**src/rtl/mem_copy_engine.sv**
```systemverilog
// rtl/mem_copy_engine.sv - byte-serial copy/fill engine driving data_mem ports
//
// Purpose: copies a run of bytes (copy mode) or writes a constant over a run
// of addresses (fill mode), one byte at a time, and reports the modular sum
// of the bytes written.
// Ports:
//   clock, reset                 clock and synchronous active-high reset
//   start, src_addr, dst_addr,   transfer request and its parameters,
//   length, fill_mode,           sampled only while idle
//   fill_value
//   busy, done, checksum         status; done pulses for one cycle
//   mem_read_select, mem_rdata   data_mem read port (combinational read)
//   mem_write_select, mem_wdata, data_mem write port
//   mem_write_en
module mem_copy_engine #(
    parameter int ADDR_WIDTH = 4,
    parameter int DATA_WIDTH = 8
) (
    input  logic                  clock,
    input  logic                  reset,
    input  logic                  start,
    input  logic [ADDR_WIDTH-1:0] src_addr,
    input  logic [ADDR_WIDTH-1:0] dst_addr,
    input  logic [ADDR_WIDTH:0]   length,
    input  logic                  fill_mode,
    input  logic [DATA_WIDTH-1:0] fill_value,
    output logic                  busy,
    output logic                  done,
    output logic [DATA_WIDTH-1:0] checksum,
    output logic [ADDR_WIDTH-1:0] mem_read_select,
    input  logic [DATA_WIDTH-1:0] mem_rdata,
    output logic [ADDR_WIDTH-1:0] mem_write_select,
    output logic [DATA_WIDTH-1:0] mem_wdata,
    output logic                  mem_write_en
);

    localparam logic [ADDR_WIDTH:0] DEPTH = (ADDR_WIDTH+1)'(1 << ADDR_WIDTH);

    typedef enum logic [1:0] {
        IDLE  = 2'd0,
        READ  = 2'd1,
        WRITE = 2'd2,
        DONE  = 2'd3
    } state_t;

    state_t                state, next_state;
    logic [ADDR_WIDTH-1:0] cur_src, cur_dst;
    logic [ADDR_WIDTH:0]   remaining;
    logic                  fill_q;
    logic [DATA_WIDTH-1:0] fill_value_q;
    logic [DATA_WIDTH-1:0] data_q;
    logic [DATA_WIDTH-1:0] acc;
    logic [DATA_WIDTH-1:0] checksum_q;
    logic [ADDR_WIDTH:0]   length_sat;

    assign length_sat = (length > DEPTH) ? DEPTH : length;
    assign checksum   = checksum_q;

    always_comb begin
        next_state       = state;
        busy             = 1'b0;
        done             = 1'b0;
        mem_read_select  = '0;
        mem_write_select = '0;
        mem_wdata        = '0;
        mem_write_en     = 1'b0;
        case (state)
            IDLE: begin
                if (start) begin
                    if (length_sat == '0)
                        next_state = DONE;
                    else if (fill_mode)
                        next_state = WRITE;
                    else
                        next_state = READ;
                end
            end
            READ: begin
                busy            = 1'b1;
                mem_read_select = cur_src;
                next_state      = WRITE;
            end
            WRITE: begin
                busy             = 1'b1;
                mem_write_select = cur_dst;
                mem_wdata        = fill_q ? fill_value_q : data_q;
                mem_write_en     = 1'b1;
                if (remaining == (ADDR_WIDTH+1)'(1))
                    next_state = DONE;
                else
                    next_state = fill_q ? WRITE : READ;
            end
            DONE: begin
                done       = 1'b1;
                next_state = IDLE;
            end
            default: next_state = IDLE;
        endcase
    end

    always_ff @(posedge clock) begin
        if (reset) begin
            state        <= IDLE;
            cur_src      <= '0;
            cur_dst      <= '0;
            remaining    <= '0;
            fill_q       <= 1'b0;
            fill_value_q <= '0;
            data_q       <= '0;
            acc          <= '0;
            checksum_q   <= '0;
        end else begin
            state <= next_state;
            case (state)
                IDLE: begin
                    if (start) begin
                        cur_src      <= src_addr;
                        cur_dst      <= dst_addr;
                        remaining    <= length_sat;
                        fill_q       <= fill_mode;
                        fill_value_q <= fill_value;
                        acc          <= '0;
                        // A zero-length transfer publishes an empty sum.
                        if (length_sat == '0)
                            checksum_q <= '0;
                    end
                end
                READ: data_q <= mem_rdata;
                WRITE: begin
                    acc       <= acc + mem_wdata;
                    cur_src   <= cur_src + 1'b1;
                    cur_dst   <= cur_dst + 1'b1;
                    remaining <= remaining - 1'b1;
                    // Publish on entry to DONE so the new sum is visible with done.
                    if (next_state == DONE)
                        checksum_q <= acc + mem_wdata;
                end
                default: ;
            endcase
        end
    end

endmodule

```
**config.mk**
```make
export PLATFORM = sky130hd
export DESIGN_NAME = mem_copy_engine
export DESIGN_NICKNAME = d
export VERILOG_FILES = /design/src/rtl/mem_copy_engine.sv
export SDC_FILE = /design/constraint.sdc
export NUM_CORES = 1
export LEC_CHECK = 0
export ABC_CLOCK_PERIOD_IN_PS = 4900
export BUFFER_PORTS_ARGS = -buffer_cell sky130_fd_sc_hd__buf_2
export CORE_AREA = 5 5 76 78
export CTS_BUF_LIST = sky130_fd_sc_hd__clkbuf_8
export CTS_CLUSTER_DIAMETER = 80
export DETAILED_ROUTE_END_ITERATION = 10
export DIE_AREA = 0 0 81 83
export MAX_ROUTING_LAYER = met4
export PLACE_DENSITY = 0.78
export SYNTH_ARGS = -nofsm -noshare
export SYNTH_HDL_FRONTEND = slang
export SYNTH_SLANG_ARGS = --single-unit
export TNS_END_PERCENT = 100
```
**constraint.sdc**
```tcl
create_clock -name clock -period 4.9 [get_ports clock]
set_input_delay 1.225 -clock clock [delete_from_list [all_inputs] [get_ports clock]]
set_output_delay 1.225 -clock clock [all_outputs]
set_load 0.03 [all_outputs]
```
### Yosys cells after proc, flatten, opt, wreduce, memory -nomap -nowiden

Cells that the tools add are included.

* bits in registers: 48
* input bits: 33
* output and inout port bits: 27
* word-level logic and storage cells: 55

* add/subtract/negate cells: 4
* $lt $le $gt $ge: 1
* eq/ne operators: 8
* multiplexer cells: 26
* reductions and logical operators: 7

Operators by type and width (count)
* 8-bit two-way mux: 6
* 8-bit one-hot mux with 2 select lines: 2
* 4-bit two-way mux: 4
* 4-bit one-hot mux with 2 select lines: 2
* 2-bit two-way mux: 5
* 5-bit two-way mux: 2
* 5-bit one-hot mux with 2 select lines: 1
* 4-bit by 1-bit adder with 4-bit output (second input constant): 2
* 8-bit adder: 1
* 2-bit one-hot mux with 4 select lines: 1
* 2-bit == test (second input constant): 3
* 2-bit inequality test (second input constant): 3
* 5-bit by 1-bit == test with 1-bit output (second input constant): 1
* 5-bit greater-than comparator (second input constant): 1
* 5-bit zero test: 1
* 5-bit by 1-bit subtractor with 5-bit output (second input constant): 1
* 2-bit AND reduction: 2
* 4-bit AND reduction: 1
* 1-bit two-way mux: 3
* 2-bit by 1-bit == test with 1-bit output (second input constant): 1
* 2-bit zero test: 1
* 2-bit nonzero test: 1
* 2-bit OR reduction: 1

### Logic depth before layout (Yosys ltp)

* word-level depth: 9
* mapped depth: 13
* depth with buffers taken out: 11

### Least setup slack after synthesis

OpenSTA, ideal clock, no wires.

* path kind: register to register
* start: register state[0]
* end: register acc[7]
* library setup time: 101 ps
* arrival time: 3302 ps
* required time: 4799 ps
* slack: 1497 ps
* cell stages (with the launch flop): 13
* buffers on the path: 2
* period minus slack after synthesis: 3403 ps
* cell sequence: dfxtp_1 inv_1 ha_1 clkbuf_1 inv_1 clkbuf_1 nor2_1 ha_1 and2_1 a311oi_1 a21o_1 a21oi_1 o41ai_1

* cells in the longest elaborated chain, start to end: 4
* elaborated cells on any way between the ends: 8
* classes of those cells: add/sub: 1; eq/ne: 2; mux: 2; reduce/logical: 3

RTL lines
* from (decl): RTL line 46 `state_t state, next_state;`
* from (signal assigned): RTL line 113 `state <= next_state;`
* 2-bit == test: RTL line 67 `case (state)`
* 8-bit two-way mux: RTL line 67
* net mem_wdata[4]: RTL line 33 `output logic [DATA_WIDTH-1:0] mem_wdata,`
* 8-bit adder: RTL line 130 `acc <= acc + mem_wdata;`
* 8-bit one-hot mux with 2 select lines: RTL line 114 `case (state)`
* to (signal assigned): RTL line 130
* to (decl): RTL line 52 `logic [DATA_WIDTH-1:0] acc;`

The timed path passes the listed nets, and every way through them passes these cells.
A chain may end at the register's enable or synchronous reset.

### Worst setup path in the final report

* start: register state[0]
* end: output port mem_wdata[1]

* cells in the longest elaborated chain, start to end: 2

RTL lines (RTL line)
* 2-bit == test: 67
* 8-bit two-way mux: 67
* to (decl): 33

No other way between the ends.

==> qor.tcl <==
set qor(status) {finished, final reports clean}
set qor(dr.first_iter.drc_count) 149
set qor(final_tns_setup_ps) 0
set qor(worstMarginPinSlew_ps) 921.7
set qor(critical_path.slowest_cell) {inv_1}
set qor(critical_path.endpoint_type) {output pin}
set qor(rsz0062_at_grt) {no}
set qor(cell_at_the_root_of_the_clock_tree) {clkbuf_8}
set qor(synth_edf_count) 0
set qor(clock_skews_ps) 7.073
set qor(clock.fmax_mhz) 308.5
set qor(timing.final.ws_setup_ps) 1659
set qor(die_area_sq_um) 6723
set qor(yosysUniqueCellTypes) 51
set qor(worst_skew_pair.late_latency_ps) 310
set qor(holdBufCountCts) 0
set qor(drt_pass1_iterations) 4
set qor(synth-simple-area-share_pct) 22.39
set qor(timing.max_slew.rel_slack_pct) 38.56
set qor(timing.final.crit_share_pct) 66.15
set qor(cp.buffers_inverters) 3
set qor(worst-path-max-fanout) 22
set qor(synthesis.area_sq_um) 2626
set qor(cpMostUsedCell) {inv_1}
set qor(critical_path_required_ps) 3670
set qor(crit_path_cell_trace) {inv_1, ha_1, inv_1, nor2_1, buf_2}
set qor(vias_per_cell) 5.575
set qor(cts_post_setup_buffers_inserted) 0
set qor(cpLargestDelayFamily) {buffers and inverters}
set qor(synth.avg_cell_area_sq_um) 8.182
set qor(instances_no_fill) 442
set qor(placement_rows) 26
set qor(synthesis.nets) 370
set qor(global_router_s_overall_resource_usage_pct) 20.26
set qor(num_io_pins) 60
set qor(core_sq_um) 5010
set qor(cts_buffers) 5
set qor(worst_path_largest_cell_delay_ps) 540
set qor(io_buffer_count) 59
set qor(syn-instance-count) 321
set qor(most_used_cells_in_the_layout_excluding_fill_and_tap_cells) {buf_2, dfxtp_1, nand2_1}
set qor(post_cts_resized) 0
set qor(total_count_of_max_transition_violations_in_the_final_report) 0
set qor(syn2layout_area_growth_pct) 16.72
set qor(synth_top_family_by_area) {simple AND/OR/NAND/NOR gates}
set qor(setup_violations) 0
set qor(yosys_warnings) 0
set qor(timing.final.hold_violations) 0
set qor(synthAdderAreaFrac_pct) 7.909
set qor(worstPathArrival_ps) 2020
set qor(synth-compound-area-share_pct) 21.11
set qor(drive_above_1_share_pct) 20.16
set qor(number_of_global_route_vias_before_repair) 2364
set qor(dpl.hpwl_microns) 4578
set qor(power.density_nw_per_um2) 354.2
set qor(critical_path.startpoint_type) {flip-flop}
set qor(parity_gate_share_of_the_synthesized_area_counting_xor_and_xnor_cells_pct) 1.000
set qor(htree_depth) 2
set qor(placement.setup.worst_slack_ps) 1794
set qor(initial_antenna_violation_count) 0
set qor(detail_route.wl_per_cell_microns) 14.62
set qor(die_height_microns) 83
set qor(max-vdd-ir-drop_uv) 195.4
set qor(grt_start_max_net_pins) 51
set qor(tritoncts_clock_tree) {built}
set qor(floorplan.initialDensity_pct) 52.42
set qor(asyncSetResetFlopFracSynth_pct) 0
set qor(synth-seq-cells) 48
set qor(min_period_ps) 3241
set qor(globalRouteOverflowTotal) 0
set qor(static-leakage-power_nw) 1.307
set qor(post-route-drc-count) 0
set qor(totalWireLength_microns) 6461
set qor(clkTransAtPathRegs_ps) 90
set qor(layout.cells.most_common) {buf_2}
set qor(grt_first_pass_wirelength_microns) 10620
set qor(cts_sinks) 48
set qor(synth-main-ff-cell) {dfxtp_1}
set qor(fp.dieW_microns) 81
set qor(num-nets-final) 420
set qor(post-place-cells) 434
set qor(synth.mux.area_fraction_pct) 6.908
set qor(drtAntennaViolNets) 0
set qor(timing.setup.critical_path_class) {flip-flop to output pin}
set qor(drv.max_cap_violation_count) 0
set qor(n_antenna_cell) 0
set qor(share_of_the_yosys_chip_area_belonging_to_registers_pct) 36.59
set qor(clock_path_buffers) 2
set qor(vias) 2464
set qor(globalplace.congestion) 0.8383
set qor(hold_removal_path_class) {flip-flop to flip-flop}
[synth_stat cells (all sizes together), types with 2 or more instances]
library cell,number,share of area (%)
nor2,31,4.4
o22ai,2,0.48
a311oi,2,0.67
nand2b,3,0.71
and2,10,2.4
o31ai,2,0.57
a211oi,5,1.4
xor2,2,0.67
nand2,46,6.6
mux2i,17,6.5
nand4,5,1.2
and3,3,0.71
o41ai,2,0.95
a21o,3,0.86
o2bb2ai,2,0.67
clkbuf,12,1.7
inv,10,1.4
a21oi,34,6.5
buf,6,0.95
nand3,12,2.3
or3,3,0.71
o21ai,11,2.2
nor3,4,0.76
ha,15,7.1
a31oi,7,1.7
dfxtp,48,37
a22oi,4,1.1
a211o,2,1.0
[routing by layer]
metal	global-route usage, %	vias to the layer above	part of all wire (%)	routed length [microns]
li1	-	1248	-	-
met5	-	-	0	0
met3	4.221	10	4.8	308
met2	32.41	73	49	3183
met4	7.373	0	1.8	116
met1	24.93	1133	44	2852
[worst paths after layout]
check	to	depth (start not counted)	start	slack, ps
max	mem_wdata[1]	5	state[0]$_SDFF_PP0_	1660
min	fill_value_q[5]$_SDFFE_PP0P_	2	fill_value_q[5]$_SDFFE_PP0P_	460
max reg2reg	acc[7]$_SDFFE_PP0P_	10	state[0]$_SDFF_PP0_	1770
min reg2reg	fill_value_q[5]$_SDFFE_PP0P_	2	fill_value_q[5]$_SDFFE_PP0P_	460
[per-stage QoR]
stage	power (mW)	hold slack, ps	utilization [%]	area, sq um
5_1_grt	1.152	479.6	61.19	3065
6_report	1.086	460.0	61.19	3065
4_1_cts	1.094	460.0	61.19	3065
3_5_place_dp	0.8053	446.3	58.97	2954
2_1_floorplan	0.7224	432.9	-	2626
3_3_place_gp	0.7980	442.3	58.97	2954
[worst register-to-register path: stages (launching register included)]
cell and delay (ps):
dfxtp_1 390, inv_1 80, ha_1 210, inv_1 540
nor2_1 190, ha_1 410, and2_1 210, a311oi_1 380
a21o_1 200, a21oi_1 90, o41ai_1 340
[final cells by class]
type	count	area, sq um
clock buffer	5	68.82
tap	70	87.58
inverter	10	37.54
clock inverter	3	42.54
fill	485	1944
timing repair buffer	61	310.3
sequential	48	960.9
multi-input combinational	245	1558
[flip-flops by register name, summed over array words and instances (netlist names)]
name / cells
acc: 8
checksum: 8
data_q: 8
fill_value_q: 8
remaining: 5
cur_dst: 4
cur_src: 4
state: 2
fill_q: 1
[kinds of logic after synthesis]
family | Yosys count
buf+inv | 28
compound gates | 85
xor+xnor | 3
simple gates | 123
fa+ha+maj | 16
mux | 18
flops | 48
[power breakdown]
part | total [mW] | internal, mW | switching (mW)
Combinational | 0.333 | 0.117 | 0.216
Sequential | 0.466 | 0.428 | 0.0371
Clock | 0.287 | 0.151 | 0.136
(Power assumes the default switching activity.)
